**src/rtl/sb_arb_pkg.sv**
```systemverilog
// -----------------------------------------------------------------------------
// sb_arb_pkg
// Shared types, constants and helpers for the subtree round-robin arbiters.
//   arb_state_t : arbiter FSM state (IDLE / BUSY)
//   STAT_W      : width of each per-requester grant counter
//   MAX_REQ     : widest request vector rr_pick can scan
//   rr_pick()   : rotating-priority pick of the first set request bit at or
//                 after ptr, wrapping modulo n
// -----------------------------------------------------------------------------
package sb_arb_pkg;

  typedef enum logic {IDLE, BUSY} arb_state_t;

  localparam int STAT_W  = 16;
  localparam int MAX_REQ = 32;

  // Two-window scan: the lowest set bit at index >= ptr wins. If there is none,
  // the lowest set bit overall wins, which is the wrap-around case. The
  // descending loop leaves the lowest matching index in each result. Bits at
  // or above n are ignored. The return value is meaningful only when req has
  // at least one set bit below n.
  function automatic int rr_pick(input logic [MAX_REQ-1:0] req,
                                 input int                 n,
                                 input int                 ptr);
    int   hi;
    int   lo;
    logic hi_found;
    hi       = 0;
    lo       = 0;
    hi_found = 1'b0;
    for (int i = MAX_REQ - 1; i >= 0; i--) begin
      if (i < n && req[i]) begin
        lo = i;
        if (i >= ptr) begin
          hi       = i;
          hi_found = 1'b1;
        end
      end
    end
    return hi_found ? hi : lo;
  endfunction

endpackage

```
**src/rtl/sb_rr_pick.sv**
```systemverilog
// -----------------------------------------------------------------------------
// sb_rr_pick
// Combinational rotating-priority encoder. Other sequencers in the tree can
// reuse it.
//   req [NUM_REQ-1:0] : request vector
//   ptr [IDX_W-1:0]   : highest-priority index (must be < NUM_REQ)
//   sel [IDX_W-1:0]   : first set request at or after ptr, wrapping
//   any               : at least one request is set (sel valid)
// -----------------------------------------------------------------------------
module sb_rr_pick
  import sb_arb_pkg::*;
#(
  parameter int NUM_REQ = 5,
  parameter int IDX_W   = $clog2(NUM_REQ)
) (
  input  logic [NUM_REQ-1:0] req,
  input  logic [IDX_W-1:0]   ptr,
  output logic [IDX_W-1:0]   sel,
  output logic               any
);

  // Zero-extend to the helper's fixed scan width.
  logic [MAX_REQ-1:0] req_ext;

  generate
    for (genvar gi = 0; gi < MAX_REQ; gi++) begin : g_ext
      if (gi < NUM_REQ) begin : g_live
        assign req_ext[gi] = req[gi];
      end else begin : g_pad
        assign req_ext[gi] = 1'b0;
      end
    end
  endgenerate

  assign any = |req;
  assign sel = IDX_W'(rr_pick(req_ext, NUM_REQ, int'(ptr)));

endmodule

```
**src/rtl/sb_child_rr_arbiter.sv**
```systemverilog
// -----------------------------------------------------------------------------
// sb_child_rr_arbiter
// Round-robin arbiter that shares one downstream resource among the NUM_REQ
// child instances of a subtree. A grant is held until the owner raises done,
// drops its request, or has held the grant for MAX_HOLD cycles. At least one
// IDLE cycle always separates two consecutive grants.
//   clk        : system clock
//   rst        : synchronous, active-high reset
//   req        : request vector, bit i = requester i
//   done       : owner's transaction is complete (ignored in IDLE)
//   gnt        : registered one-hot grant
//   gnt_idx    : index of the current owner, valid while busy
//   busy       : a grant is active
//   timeout    : high during the cycle in which a grant is force-released at
//                the hold limit
//   grant_cnt  : (only with SB_ARB_STATS_EN defined) one 16-bit saturating
//                grant counter per requester, packed as slice i
// -----------------------------------------------------------------------------
module sb_child_rr_arbiter
  import sb_arb_pkg::*;
#(
  parameter int NUM_REQ  = 5,
  parameter int MAX_HOLD = 16,
  parameter int IDX_W    = $clog2(NUM_REQ)
) (
  input  logic               clk,
  input  logic               rst,
  input  logic [NUM_REQ-1:0] req,
  input  logic               done,
  output logic [NUM_REQ-1:0] gnt,
  output logic [IDX_W-1:0]   gnt_idx,
  output logic               busy,
  output logic               timeout
`ifdef SB_ARB_STATS_EN
  ,
  output logic [NUM_REQ*STAT_W-1:0] grant_cnt
`endif
);

  localparam int                HOLD_W    = $clog2(MAX_HOLD);
  localparam logic [HOLD_W-1:0] HOLD_LAST = HOLD_W'(MAX_HOLD - 1);
  localparam logic [IDX_W-1:0]  IDX_LAST  = IDX_W'(NUM_REQ - 1);

  arb_state_t         state_reg, state_next;
  logic [IDX_W-1:0]   ptr_reg, ptr_next;
  logic [IDX_W-1:0]   idx_reg, idx_next;
  logic [NUM_REQ-1:0] gnt_reg, gnt_next;
  logic [HOLD_W-1:0]  hold_reg, hold_next;
  logic               timeout_next;

  logic [IDX_W-1:0]   pick_sel;
  logic               pick_any;
  logic               owner_req;
  logic               hold_limit;

  sb_rr_pick #(
    .NUM_REQ (NUM_REQ),
    .IDX_W   (IDX_W)
  ) u_pick (
    .req (req),
    .ptr (ptr_reg),
    .sel (pick_sel),
    .any (pick_any)
  );

  // The owner's request bit, taken through the one-hot grant so no variable
  // index into req is needed.
  assign owner_req  = |(req & gnt_reg);
  assign hold_limit = (hold_reg == HOLD_LAST);

  always_comb begin
    state_next   = state_reg;
    ptr_next     = ptr_reg;
    idx_next     = idx_reg;
    gnt_next     = gnt_reg;
    hold_next    = hold_reg;
    timeout_next = 1'b0;
    case (state_reg)
      IDLE: begin
        if (pick_any) begin
          state_next = BUSY;
          idx_next   = pick_sel;
          gnt_next   = NUM_REQ'(1) << pick_sel;
          hold_next  = '0;
        end
      end
      BUSY: begin
        if (done || !owner_req || hold_limit) begin
          state_next = IDLE;
          gnt_next   = '0;
          hold_next  = '0;
          ptr_next   = (idx_reg == IDX_LAST) ? '0 : idx_reg + IDX_W'(1);
          // Forced release only. A done or a dropped request in the same
          // cycle is a normal release and produces no pulse.
          timeout_next = !done && owner_req;
        end else begin
          hold_next = hold_reg + HOLD_W'(1);
        end
      end
      default: begin
        state_next = IDLE;
        gnt_next   = '0;
      end
    endcase
  end

  always_ff @(posedge clk) begin
    if (rst) begin
      state_reg <= IDLE;
      ptr_reg   <= '0;
      idx_reg   <= '0;
      gnt_reg   <= '0;
      hold_reg  <= '0;
    end else begin
      state_reg <= state_next;
      ptr_reg   <= ptr_next;
      idx_reg   <= idx_next;
      gnt_reg   <= gnt_next;
      hold_reg  <= hold_next;
    end
  end

  assign gnt     = gnt_reg;
  assign gnt_idx = idx_reg;
  assign busy    = (state_reg == BUSY);
  // Flags the release cycle itself, while gnt is still high.
  assign timeout = timeout_next;

`ifdef SB_ARB_STATS_EN
  logic grant_fire;
  assign grant_fire = (state_reg == IDLE) && pick_any;

  generate
    for (genvar gi = 0; gi < NUM_REQ; gi++) begin : g_stat
      logic [STAT_W-1:0] cnt_reg;
      always_ff @(posedge clk) begin
        if (rst) begin
          cnt_reg <= '0;
        end else if (grant_fire && pick_sel == IDX_W'(gi) && cnt_reg != '1) begin
          cnt_reg <= cnt_reg + STAT_W'(1);
        end
      end
      assign grant_cnt[gi*STAT_W +: STAT_W] = cnt_reg;
    end
  endgenerate
`endif

endmodule

```
**config.mk**
```make
export PLATFORM = sky130hd
export DESIGN_NAME = sb_child_rr_arbiter
export DESIGN_NICKNAME = d
export VERILOG_FILES = /design/src/rtl/sb_arb_pkg.sv /design/src/rtl/sb_rr_pick.sv /design/src/rtl/sb_child_rr_arbiter.sv
export SDC_FILE = /design/constraint.sdc
export NUM_CORES = 1
export LEC_CHECK = 0
export CORE_ASPECT_RATIO = 1.5
export CORE_MARGIN = 5
export CORE_UTILIZATION = 48
export CTS_BUF_LIST = sky130_fd_sc_hd__clkbuf_8
export DETAILED_ROUTE_END_ITERATION = 16
export MAX_ROUTING_LAYER = met4
export PLACE_DENSITY = 0.88
export RECOVER_POWER = 50
export SLEW_MARGIN = 30
export SYNTH_ARGS = -nofsm -noshare
export SYNTH_HDL_FRONTEND = slang
export SYNTH_SLANG_ARGS = --single-unit
```
**constraint.sdc**
```tcl
create_clock -name clk -period 1.5 [get_ports clk]
set_input_delay 0.3 -clock clk [delete_from_list [all_inputs] [get_ports clk]]
set_output_delay 0.3 -clock clk [all_outputs]
set_load 0.02 [all_outputs]
```
Word level (Yosys, flattened, before mapping)
Cells that the tools add are included.
{ "word_totals": {"in_bits": 8, "out_inout_bits": 10, "wordCells": 67, "ff_bits": 16} }
{ "classes": {"n_shift": 1, "n_lt_le_gt_ge": 5, "mux": 38, "bitwise_logic": 2, "add_sub_neg": 2, "eq_ne": 4, "n_reduce_logical": 10} }
{ "op_table": {"columns": ["cell", "count"], "rows": [
  ["$mux W3", 17],
  ["$mux W1", 14],
  ["$mux W5", 2],
  ["$pmux W5 S2", 1],
  ["$reduce_or A5 Y1", 2],
  ["$mux W4", 2],
  ["$pmux W4 S2", 1],
  ["$ge A1 B3 Y1 const A", 2],
  ["$ge A2 B3 Y1 const A", 2],
  ["$reduce_and A2 Y1", 3],
  ["$and A5 B5 Y5", 1],
  ["$shl A1 B3 Y5 const A", 1],
  ["$add A4 B1 Y4 const B", 1],
  ["$eq A4 B4 Y1 const B", 1],
  ["$add A3 B1 Y3 const B", 1],
  ["$eq A3 B3 Y1 const B", 1],
  ["$ge A3 B3 Y1 const A", 1],
  ["$logic_not A1 Y1", 2],
  ["$logic_or A1 B1 Y1", 2],
  ["$ne A2 B1 Y1 const B", 1],
  ["$ne A2 B2 Y1 const B", 1],
  ["$pmux W1 S2", 1],
  ["$logic_and A1 B1 Y1", 1],
  ["$not A1 Y1", 1]
]} }

Depth between registers and ports, before layout
{ "logic_depth": {"word_depth": 15, "depth_mapped": 6, "ltp_nobuf": 6} }

Modules after synthesis
Synthesis repeated with hierarchy kept, for this count alone.
{ "unflattened": {"cells_unflattened": 107, "hier_area_um2": 890.9} }
{ "by_module_without_submodules": {"columns": ["module", "seq_area_each_um2", "area_per_inst_um2", "cells_per_inst", "n_inst"], "rows": [
  ["sb_child_rr_arbiter", 320.3, 759.5, 88, 1],
  ["sb_rr_pick", 0.0, 131.4, 19, 1]
]} }

Least setup slack after synthesis
Ideal clock, no wire load.
{ "synth_path": {"path_kind": "input -> register", "from": "input req[1]", "to": "register gnt_reg[2] (netlist: gnt[2])", "t_required_ps": 1385, "n_path_buf": 1, "cell_stages": 6, "path_slack_ps": -63, "setup_time_ps": 115, "arrival_time_ps": 1448, "path_cell_list": "buf_4 > a222oi_1 > a211o_1 > nor2_1 > o21a_1 > o21ba_1"} }
{ "synth_between": {"elab_chain_len": 7, "word_cells_on_any_way": 21, "classes_between": "2 x eq/ne; 1 x shift; 11 x mux; 1 x bitwise; 6 x reduce/logical"} }
{ "synth_lines": {"columns": ["element", "line", "source"], "rows": [
  ["start: declaration", "sb_child_rr_arbiter.sv:28", "input logic [NUM_REQ-1:0] req,"],
  ["$mux W3 (tied with other cells)", "sb_arb_pkg.sv:32", "if (i < n && req[i]) begin"],
  ["$mux W3 (tied with other cells)", "sb_arb_pkg.sv:34", "if (i >= ptr) begin"],
  ["$mux W3 (tied with other cells)", "sb_arb_pkg.sv:32", null],
  ["$mux W3 or $logic_or A1 B1 Y1 (tied branches)", "sb_arb_pkg.sv:40, sb_child_rr_arbiter.sv:88", null],
  ["$shl A1 B3 Y5 or $logic_or A1 B1 Y1 (tied branches)", "sb_child_rr_arbiter.sv:83, sb_child_rr_arbiter.sv:88", null],
  ["$mux W5 or $ne A2 B1 Y1 (tied branches)", null, null],
  ["$pmux W5 S2 or $reduce_and A2 Y1 (tied branches)", null, null],
  ["end signal: assignment", "sb_child_rr_arbiter.sv:118", "gnt_reg <= gnt_next;"],
  ["end: declaration", "sb_child_rr_arbiter.sv:47", "logic [NUM_REQ-1:0] gnt_reg, gnt_next;"]
]} }
Parallel ways exist; a longest one is shown, timed or not. The select of a mux whose other input is x is not followed.
A chain may end at the register's enable or synchronous reset.

Final worst setup path
{ "layout_path": {"from": "register gnt_reg[1] (netlist: gnt[1])", "to": "output timeout"} }
{ "layout_between": {"elab_chain_len": 7, "word_cells_on_any_way": 8, "classes_between": "2 x mux; 1 x bitwise; 5 x reduce/logical"} }
{ "layout_lines": {"columns": ["element", "line", "source"], "rows": [
  ["$and A5 B5 Y5 (*)", "sb_child_rr_arbiter.sv:68", "assign owner_req = |(req & gnt_reg);"],
  ["$reduce_or A5 Y1 (*)", "sb_child_rr_arbiter.sv:68", null],
  ["$logic_not A1 Y1", "sb_child_rr_arbiter.sv:88", "if (done || !owner_req || hold_limit) begin"],
  ["$logic_or A1 B1 Y1 (2 in a row)", "sb_child_rr_arbiter.sv:88", null],
  ["$mux W1 (*)", "sb_child_rr_arbiter.sv:88", null],
  ["$mux W1 (*)", "sb_child_rr_arbiter.sv:78", "case (state_reg)"],
  ["end: declaration", "sb_child_rr_arbiter.sv:33", "output logic timeout"]
]} }
Every way passes the cells marked *; elsewhere a longest branch is shown, timed or not.

==> metrics list <==
- After detailed routing, the average wire length per cell comes to about 22 µm.
* Site Rows: 20
- Logic pwr share: 40.3%
- The count of pins over their slew limit came to 0.
- The floorplan step defined a core boundary enclosing between 2000 and 2500 µm².
* CP Capture Type: primary output
- Worst setup skew after layout: 5.84 ps
- For this run, the slowest stage of the critical path takes 440 ps.
* Count of state elements after synthesis: 16
- Counting flops with an async set or reset pin after synthesis yields a share of 0%.
* Overall routing resource usage: between 20% and 30%
- The analysis attributes to net switching a power of 491 µW.
- Dividing the synthesized area by the synthesized cell count gives ~8.1 µm².
- Clock-pin slew was measured on the worst setup and hold paths at 70 ps.
* Worst hold path type: flip-flop to flip-flop
* Drt pass-1 iters: 4
- The root buffer cell chosen for the clock tree is clkbuf_8.
* Max reg flops: 5
- After detailed routing, no signal wire sits above met4.
- The number of hold buffers added after CTS was 0.
- In this design, the largest share of critical-path delay is due to compound AO/OA/AOI/OAI gates.
- Routability-driven placement finished with a final weighted congestion of 0.887.
- The critical path is of the flip-flop to primary output type.
* Number of nets in the finished design: 195
- Counting I/O delays and the setup requirement, the final critical path takes 1800 ps.
* Buffers added on ports: 17
* Clock latency reported for the late side of the worst-skew pair: between 200 and 300 ps
- Horizontal die dimension: 47.3 µm
- After routing, the total negative slack on setup checks comes to -1550 ps.
* Total Wirelength: 4450 µm
* Antenna Violating Nets Remaining: 0
* Total Die Area: 3120 µm²
* Hold slack final: 512 ps
- Startpoint types: flip-flop
* Routed met3 length: 222 µm
* FMAX: 557 MHz
* Maximum fanout encountered on the critical timing path: 3
* Initial antenna violation count: 0
* Slew HR: 68.4%
- Vias in the first global route: 1190
- Pint: between 800 and 900 µW
- Met2 routed WL: ~2400 µm
- Among all stages on the critical path, the largest delay is contributed by a222oi_1.
- Switching Fraction: 35.6%
- Post-route DRC: 0
* Proportion of netlist area held by the largest area contributor: 31.9%
- Part of the total power dissipated in the clock network: 24.5%
- Sum of net half-perimeters after detailed placement: 2270 µm
- Floorplan die height: 66 µm
* Cell variety after synth: 41
- Largest area contributor in the netlist: dfxtp_1
* Share of the cycle needed by the critical path after routing: 120%
* RSZ-0062 raised after global routing: true
- Counting flops with a built-in enable in the synthesized netlist gives 0.
- The initial utilization of the core area, before any placement, comes to 49.5%.
- Share of layout cells above drive strength 1: 54.4%
- For this design the ratio of total power to cell area is 785 nW/µm².
* Synthesized cell area: 1000 µm²
* Synthesized netlist cell count: around 120
- Dividing the detail-routed via count by the number of cells gives 6.45.
- Entering global routing, the biggest net connects 14 pins.
- Number of top-level design ports: 18
- The tree built by TritonCTS fans out to 16 sinks.
- Counting along the longest clock path gives a buffer depth of 2.
- The first global-routing pass estimated 5240 µm of wire.
- Worst vdd rail ir drop: 0.719 mV
- The number of nets in the synthesized netlist is between 100 and 150.
* Overall power consumption: ~1400 µW
- Number of antenna cells inserted: 0
- Violations in the final reports: setup timing
- P&R area growth vs syn: 75.3%
* Crit path cell chain: a222oi_1 > a211o_1 > nor2_1 > buf_4
* Post-synthesis sequential area ratio: a little under a third
* Register share of total power: a little over a third
* Top flip-flop cell by instance count after synthesis: dfxtp_1
- In this run the static leakage power is 0.000750 µW.
- Filler Cells Inserted: 97
* Outcome: finished with violations
- Synth top area cells: dfxtp_1, a21oi_1, nor2_1, ha_1, nand2_1
* Final setup slack of the worst path: -295 ps
* Overall via count from detail_route: 1316
- Required time of the critical path: 1200 ps
* CTS H-tree depth: 1
- Max-Cap Viols: 0
* TritonCTS clock tree: yes
- The number of hold violations in the final report is 0.
- After global routing the overflow that remains totals 0.
- Synthesis warning total: 0
- Count of final setup violators: 14
- Drt first-iter violations: 73
- Worst-Margin Slew: approximately 470 ps
* WL met1: 1560 µm
- In this run, CTS created clock tree buffers numbering 3.
- Count of buffer and inverter cells on the critical path: 1
* Data arrival, critical path: around 1500 ps
[logic make-up (layout without fill, tap and decap cells)]
logic type	Yosys count	after routing	share of synthesized area (%)
AO/OA/AOI/OAI	45	45	31.9
adder cells (fa/ha/maj)	3	3	3.74
AND/OR/NAND/NOR	47	47	25.2
flip-flops	16	16	31.9
buffers and inverters	13	71	7.23
[worst min-delay path, delay by kind of cell (launching register included)]
family / cells / cell delay (ps)
AO/OA/AOI/OAI: 1 / 50
AND/OR/NAND/NOR: 1 / 80
flip-flops: 1 / 330
[per-stage QoR]
| stage | util (%) | instance area (µm²) | worst slack [ps] | instances |
|---|---|---|---|---|
| after floorplan | - | 1000 | -48.5 | 124 |
| after global placement | 68.8 | 1400 | -785 | 189 |
| after detailed placement | 68.8 | 1400 | -826 | 189 |
| after CTS | 75.7 | 1530 | -237 | 196 |
| after global routing | 86.8 | 1760 | -373 | 204 |
| final | 86.8 | 1760 | -295 | 204 |
[placed cells by master (no fill, tap or decap), types with 6 or more instances in the layout]
cell type and instances:
a21oi_1 7, dlygate4sd2_1 10, nor2_1 10, buf_4 36
nor2_4 6, nand2_1 7, dfxtp_1 10, buf_6 9
inv_1 6
[cells in the mapped netlist (all sizes together) (3+ instances only)]
library cell  instances
nand2                 8
nand2b                4
o32ai                 3
dfxtp                16
nor2                 16
o21ai                 6
ha                    3
inv                   7
a211oi                4
buf                   4
a211o                 3
nor3                  3
nand3                 3
a21o                  3
a21oi                14
[what timing repair did]
action	CTS	global route
gates resized for setup	46	51
endpoints found under the setup margin	25	18
pin swaps	7	20
setup buffers	4	8
cloned	0	0
[per-layer routing]
layer  vias up  GRT usage, %
met5         -             -
li1        574             -
met3        26          5.18
met1       642          23.2
met2        74          42.6
met4         0          9.00
[final cells by class]
class | instances | area [µm²] | area share (%)
flip-flops and latches | 16 | 330 | 18.8
well taps | 22 | 27.5 | 1.56
repair buffers | 61 | 505 | 28.7
clock buffers | 3 | 41.3 | 2.35
inverters | 7 | 28.8 | 1.64
multi-input cells | 95 | 826 | 46.9
[power groups by stage]
stage	logic [µW]	registers [µW]	clock network, µW
after CTS	420	481	325
after global routing	585	489	354
final	556	487	338
after detailed placement	387	488	0
after global placement	372	486	0
after floorplan	179	515	0
[path summary, 6_finish.rpt]
kind / startpoint / to / slack, ps / cells after the start
max reg2reg: gnt[1]$_SDFFE_PP0P_ / gnt[2]$_SDFFE_PP0P_ / -260 / 7
max: gnt[1]$_SDFFE_PP0P_ / timeout / -300 / 4
min: gnt_idx[0]$_SDFFE_PP0P_ / gnt_idx[0]$_SDFFE_PP0P_ / 510 / 2
min reg2reg: gnt_idx[0]$_SDFFE_PP0P_ / gnt_idx[0]$_SDFFE_PP0P_ / 510 / 2
Power figures use the tool's default switching activity.
